===== src/rtl/fifo18_to_gmii.sv =====
`timescale 1ns/1ps
// -----------------------------------------------------------------------------
// fifo18_to_gmii
//
// Drains 18-bit FIFO words (two bytes per word) onto a GMII transmit
// interface. Each frame is sent as a preamble, an SFD and then the payload
// bytes, high byte first. The block applies an inter-frame gap after every
// frame. A FIFO underrun in the middle of a frame is signalled with one
// tx_er cycle, and the rest of that frame is flushed from the FIFO.
//
// FIFO word layout:
//   [17]   high byte valid. A word with this bit clear is a frame delimiter.
//   [16]   low byte valid.
//   [15:8] high byte, sent first.
//   [7:0]  low byte.
//
// Parameters
//   Ifg       inter-frame gap in gmii_tx_clk cycles (1..31)
//   Preamble  number of 0x55 bytes sent before the SFD (1..7)
//
// Ports
//   gmii_tx_clk     in   the only clock; all state changes on its rising edge
//   sys_rst_n       in   asynchronous reset, active low
//   dout[17:0]      in   FIFO read data, valid the cycle after rd_en
//   empty           in   FIFO empty flag
//   rd_en           out  FIFO read strobe; never asserted while empty is high
//   rd_clk          out  FIFO read clock (the same net as gmii_tx_clk)
//   gmii_tx_en      out  GMII transmit enable (registered)
//   gmii_tx_er      out  GMII transmit error (registered); high only in ABORT
//   gmii_txd[7:0]   out  GMII transmit data (registered)
//   frame_count     out  frames completed without error; wraps at 0xFF
//   underrun_count  out  frames aborted by an underrun; wraps at 0xFF
// -----------------------------------------------------------------------------
module fifo18_to_gmii #(
  parameter logic [4:0] Ifg      = 5'd12,
  parameter logic [2:0] Preamble = 3'd7
) (
  input  logic        gmii_tx_clk,
  input  logic        sys_rst_n,
  input  logic [17:0] dout,
  input  logic        empty,
  output logic        rd_en,
  output logic        rd_clk,
  output logic        gmii_tx_en,
  output logic        gmii_tx_er,
  output logic [7:0]  gmii_txd,
  output logic [7:0]  frame_count,
  output logic [7:0]  underrun_count
);

  localparam logic [3:0] S_IDLE     = 4'd0;
  localparam logic [3:0] S_FETCH    = 4'd1;
  localparam logic [3:0] S_PREAMBLE = 4'd2;
  localparam logic [3:0] S_SFD      = 4'd3;
  localparam logic [3:0] S_DATAH    = 4'd4;
  localparam logic [3:0] S_DATAL    = 4'd5;
  localparam logic [3:0] S_ABORT    = 4'd6;
  localparam logic [3:0] S_DROP     = 4'd7;
  localparam logic [3:0] S_GAP      = 4'd8;

  logic [3:0]  state;
  logic [3:0]  state_nxt;
  // Only the byte-valid bit [16] and the payload are kept. The frame bit [17]
  // is always checked on dout in the cycle the word arrives.
  logic [16:0] word_buf;
  logic [16:0] word_buf_nxt;
  logic [4:0]  cnt;
  logic [4:0]  cnt_nxt;
  logic        rd_req;
  logic        rd_vld_p1;   // a read was issued last cycle, so dout is valid now
  logic        frame_done;
  logic        underrun;

  // GMII output decode for the state being entered. Because the outputs are
  // registered on the same edge as the state, they line up with the state.
  function automatic logic tx_en_of(input logic [3:0] s);
    return (s == S_PREAMBLE) || (s == S_SFD) || (s == S_DATAH) ||
           (s == S_DATAL) || (s == S_ABORT);
  endfunction

  function automatic logic [7:0] txd_of(input logic [3:0] s, input logic [15:0] w);
    logic [7:0] d;
    case (s)
      S_PREAMBLE: d = 8'h55;
      S_SFD:      d = 8'hD5;
      S_DATAH:    d = w[15:8];
      S_DATAL:    d = w[7:0];
      default:    d = 8'h00;
    endcase
    return d;
  endfunction

  assign rd_clk = gmii_tx_clk;

  // The read strobe is combinational, so the word is returned in the very
  // next state. This is what gives the DATAH/DATAL rate of one word every
  // two cycles. Gating with the reset keeps the FIFO untouched during reset.
  assign rd_en = rd_req & sys_rst_n;

  always_comb begin
    state_nxt    = state;
    word_buf_nxt = word_buf;
    cnt_nxt      = cnt;
    rd_req       = 1'b0;
    frame_done   = 1'b0;
    underrun     = 1'b0;
    case (state)
      S_IDLE: begin
        if (!empty) begin
          rd_req    = 1'b1;
          state_nxt = S_FETCH;
        end
      end
      S_FETCH: begin
        // Delimiter words left over from a previous frame are dropped here.
        word_buf_nxt = dout[16:0];
        if (dout[17]) begin
          state_nxt = S_PREAMBLE;
          cnt_nxt   = {2'b00, Preamble} - 5'd1;
        end else begin
          state_nxt = S_IDLE;
        end
      end
      S_PREAMBLE: begin
        if (cnt == 5'd0) begin
          state_nxt = S_SFD;
        end else begin
          cnt_nxt = cnt - 5'd1;
        end
      end
      S_SFD: begin
        state_nxt = S_DATAH;
      end
      S_DATAH: begin
        if (word_buf[16]) begin
          // Fetch the next word while the low byte is on the wire. If the
          // FIFO is empty now, DATAL finds no data and the frame aborts.
          rd_req    = !empty;
          state_nxt = S_DATAL;
        end else begin
          frame_done = 1'b1;
          state_nxt  = S_GAP;
          cnt_nxt    = Ifg - 5'd1;
        end
      end
      S_DATAL: begin
        if (rd_vld_p1) begin
          word_buf_nxt = dout[16:0];
          if (dout[17]) begin
            state_nxt = S_DATAH;
          end else begin
            frame_done = 1'b1;
            state_nxt  = S_GAP;
            cnt_nxt    = Ifg - 5'd1;
          end
        end else begin
          state_nxt = S_ABORT;
        end
      end
      S_ABORT: begin
        underrun  = 1'b1;
        state_nxt = S_DROP;
      end
      S_DROP: begin
        // Read one word per cycle until a delimiter arrives. No further read
        // is issued in the cycle the delimiter is seen, so nothing after the
        // delimiter is taken from the FIFO.
        if (rd_vld_p1 && !dout[17]) begin
          state_nxt = S_GAP;
          cnt_nxt   = Ifg - 5'd1;
        end else begin
          rd_req = !empty;
        end
      end
      S_GAP: begin
        if (cnt == 5'd0) begin
          state_nxt = S_IDLE;
        end else begin
          cnt_nxt = cnt - 5'd1;
        end
      end
      default: begin
        state_nxt = S_IDLE;
      end
    endcase
  end

  // ---- register stage: FSM state, word buffer, GMII outputs, counters ----
  always_ff @(posedge gmii_tx_clk or negedge sys_rst_n) begin
    if (!sys_rst_n) begin
      state          <= S_IDLE;
      word_buf       <= '0;
      cnt            <= '0;
      rd_vld_p1      <= 1'b0;
      gmii_tx_en     <= 1'b0;
      gmii_tx_er     <= 1'b0;
      gmii_txd       <= 8'h00;
      frame_count    <= 8'h00;
      underrun_count <= 8'h00;
    end else begin
      state      <= state_nxt;
      word_buf   <= word_buf_nxt;
      cnt        <= cnt_nxt;
      rd_vld_p1  <= rd_en;
      gmii_tx_en <= tx_en_of(state_nxt);
      gmii_tx_er <= (state_nxt == S_ABORT);
      gmii_txd   <= txd_of(state_nxt, word_buf_nxt[15:0]);
      if (frame_done) begin
        frame_count <= frame_count + 8'd1;
      end
      if (underrun) begin
        underrun_count <= underrun_count + 8'd1;
      end
    end
  end

endmodule


===== config.mk =====
export PLATFORM = sky130hd
export DESIGN_NAME = fifo18_to_gmii
export DESIGN_NICKNAME = d
export VERILOG_FILES = /design/src/rtl/fifo18_to_gmii.sv
export SDC_FILE = /design/constraint.sdc
export NUM_CORES = 1
export LEC_CHECK = 0
export ABC_AREA = 1
export BUFFER_PORTS_ARGS = -buffer_cell sky130_fd_sc_hd__buf_2
export CAP_MARGIN = 10
export CORE_MARGIN = 2
export CORE_UTILIZATION = 45
export CTS_BUF_LIST = sky130_fd_sc_hd__clkbuf_4 sky130_fd_sc_hd__clkbuf_8
export DETAILED_ROUTE_END_ITERATION = 6
export GPL_ROUTABILITY_DRIVEN = 0
export GPL_TIMING_DRIVEN = 0
export PLACE_DENSITY_LB_ADDON = 0.12
export SYNTH_ARGS = -nofsm -noshare
export SYNTH_HDL_FRONTEND = slang
export SYNTH_SLANG_ARGS = --single-unit

===== constraint.sdc =====
create_clock -name gmii_tx_clk -period 1.4 [get_ports gmii_tx_clk]
set_input_delay 0.28 -clock gmii_tx_clk [delete_from_list [all_inputs] [get_ports gmii_tx_clk]]
set_output_delay 0.28 -clock gmii_tx_clk [all_outputs]
set_load 0.01 [all_outputs]

==> impl_results.md <==
* Total gr overflow at 0
* Vias at 2369
* Worst Path Class, Setup: register to output pin
* Failing checks: setup timing
* Gate Count Post-Synth at approximately 290
* Yosys Warn Count at 0
* Die W at 80.1 microns
* Worst slack, placed at -0.472 ns
* Final worst path period share at 144%
* WL/cell at 15.8 microns
* Residual DRC at 0
* Routed Antenna Nets at 0
* Fmax at just under 500 MHz
* Largest fanout on the critical path at 4
* R2R cell count at 14
* WL final at 7470 microns
* Synthesized area per cell at 8.91 sq um
* Hold WS at 0.0819 ns
* Core ar. at 0.00554 sq mm
* Critical path data arrival time at 1.74 ns
* Unrepaired setup endpoints after global routing: true
* Final worst slack at -0.621 ns
* Leak Pwr at roughly 2.1 nW
* IO Port Bufs at 48
* Cell area after synthesis at 0.00260 sq mm
* First-pass GRT wire length at 9920 microns
* Initial antenna violation count at 0
* Worst Setup End Kind: output pin
* HP Class: input pin to register
* Antenna Cells at 0
* Drt first pass iters at 4
* Status: finished with violations
* Area growth syn-to-layout at 53.9%
* Worst-Margin Slew at 0.531 ns
* PD cells at ~1900 mW/mm^2
* Row count at 27
* Register bit total from synthesis at 53
* Iter 0 DRT Violations at about 170
* Crit Reg-Reg Startpoint: state[3]
* Clk_skew at 0.0120 ns
* Final setup vio count at 47
* Full die area at 0.00641 sq mm
* Die height at 80.1 microns
* Nets at 424
* Startpoint types: register
* Peak supply drop at 1.15 mV
* I/O pin cnt at 49
* Share of layout cells above drive strength 1 at 52.8%
* Register area share after synthesis at 51.0%
* Clock transition at path regs at 0.10 ns
* Crit path to: rd_en
* Hold Fails Final Rpt at 0
* Slew HR at 64.5%
* Skew-Pair Late Insertion Delay at 0.42 ns
* WP data required at 1.12 ns
* Worst path cell trace: nand2_1 > nand3_4 > nand2_4 > nand2_1 > nand2_1 > nand2_1 > inv_1 > buf_2
* Slew Limit Fails at 0
* Syn_nets at 317
* Vias per cell at 5.02
* Yosys cell types at 29
* R2R Path End: gmii_txd[4]
* Detailed Place HPWL at 3590 microns
* CP Launch Point: rd_vld_p1
* CTS tree: done
* Tmin final at ~2.0 ns
* Vias in the first global route at 2061
* CP max-delay cell: dfrtp_1
* Initial Util at a little under half
* Most frequent CP cell: nand2_1
* Gr usage total at between 20% and 30%
* CP max stage delay at about 0.40 ns
* Max_cap viols at 0
* Reg-to-reg slack, setup at -0.52 ns
* Largest net degree at the start of global routing at 55
cell usage in the layout (no fill, tap or decap), drive strengths merged, types with 3 or more instances in the layout:
cell / instances
buf: 97
nand2: 84
dfrtp: 53
nor2: 43
inv: 34
nand3: 27
xor2: 11
clkbuf: 10
o21ai: 9
a21oi: 5
xnor2: 5
ha: 4
nor3: 4
o21a: 3
synth_stat cells:
master	number	share of area [%]
nor2_4	5	2.2
nand3_1	26	5.0
nor3_4	1	0.63
inv_4	1	0.24
nand3b_1	2	0.58
inv_1	31	4.5
o211ai_1	2	0.58
nand3_2	1	0.38
nor2_2	11	2.6
o21a_1	3	0.87
buf_4	1	0.29
nand2_4	2	0.87
buf_8	1	0.58
ha_1	4	1.9
xnor2_1	5	1.7
nor3_1	3	0.58
or2_2	1	0.24
nand2_2	15	3.6
o21ai_1	3	0.58
nand2_1	66	9.5
nand4_1	2	0.48
inv_2	2	0.29
buf_6	2	0.87
nor2_1	26	3.7
o21ai_0	6	1.2
xor2_1	11	3.7
a21oi_1	5	0.96
dfrtp_1	53	51
mux2_2	1	0.43
critical path, delay by kind of cell (launching register included):
family	cells	cell delay [ns]
DFF	1	0.40
buffers and inverters	2	0.19
and+or+nand+nor	6	0.73
through the flow:
step	area [sq um]	power (mW)	utilization (%)	setup TNS, ns	cells
6_report	4010	7.61	72.3	-15.10	472
5_1_grt	4010	8.06	72.3	-17.22	472
4_1_cts	3520	6.83	63.6	-7.20	451
3_5_place_dp	2950	4.82	53.2	-4.92	412
3_3_place_gp	2950	4.78	53.2	-4.80	412
2_1_floorplan	2620	4.16	-	-0.0225	292
cells by family after synthesis:
| group | Yosys count | synth area share (%) |
|---|---|---|
| xor+xnor | 16 | 5.38 |
| buf+inv | 38 | 6.73 |
| compound gates | 19 | 4.13 |
| mux | 1 | 0.433 |
| flops | 53 | 51.0 |
| simple gates | 161 | 30.4 |
| fa+ha+maj | 4 | 1.92 |
layer usage:
metal  global-route usage [%]  share of wire (%)  vias to the layer above  wire, microns
met5                        0                  0                        -              0
li1                         -                  -                     1133              -
met3                     3.37                5.2                       28            386
met2                     32.3                 50                       91           3760
met4                     9.83                3.6                        0            272
met1                     27.9                 41                     1117           3050
sequential cells by signal (all words and copies together) (netlist names):
register,count
cnt,5
frame_count,8
gmii_tx_en,1
gmii_tx_er,1
gmii_txd,8
rd_vld_p1,1
state,4
underrun_count,8
word_buf,17
report_power, final:
| group | switching, mW | total (mW) | leakage [nW] | internal, mW |
|---|---|---|---|---|
| Combinational | 2.22 | 3.99 | 1.34 | 1.77 |
| Clock | 0.584 | 1.21 | 0.0729 | 0.629 |
| Sequential | 0.345 | 2.40 | 0.669 | 2.05 |
timing repair:
action                     4_1_cts  5_1_grt
cloned                           5        0
hold buffers                     0        2
resized for setup               52       79
hold endpoints to repair         0       11
pin swaps                       17       35
setup endpoints to repair       35       49
setup buffers                   24       22
worst min-delay path by stage:
stage / startpoint / endpoint / slack (ns) / cells past startpoint
floorplan: sys_rst_n / cnt[0] / -0.02 / 0
global placement: underrun_count[7] / underrun_count[7] / 0.46 / 1
detailed placement: word_buf[15] / word_buf[15] / 0.46 / 2
CTS: dout[16] / word_buf[16] / 0.07 / 3
global route: dout[2] / word_buf[2] / 0.08 / 2
finish: dout[6] / word_buf[6] / 0.08 / 3
layout make-up:
class	count	area [sq um]
timing repair buffer	96	741
buffer	2	31.3
clock inverter	1	7.51
fill	401	1540
tap	72	90.1
clock buffer	11	136
sequential	53	1330
multi-input combinational	203	1530
inverter	34	135
(Power assumes the default switching activity.)
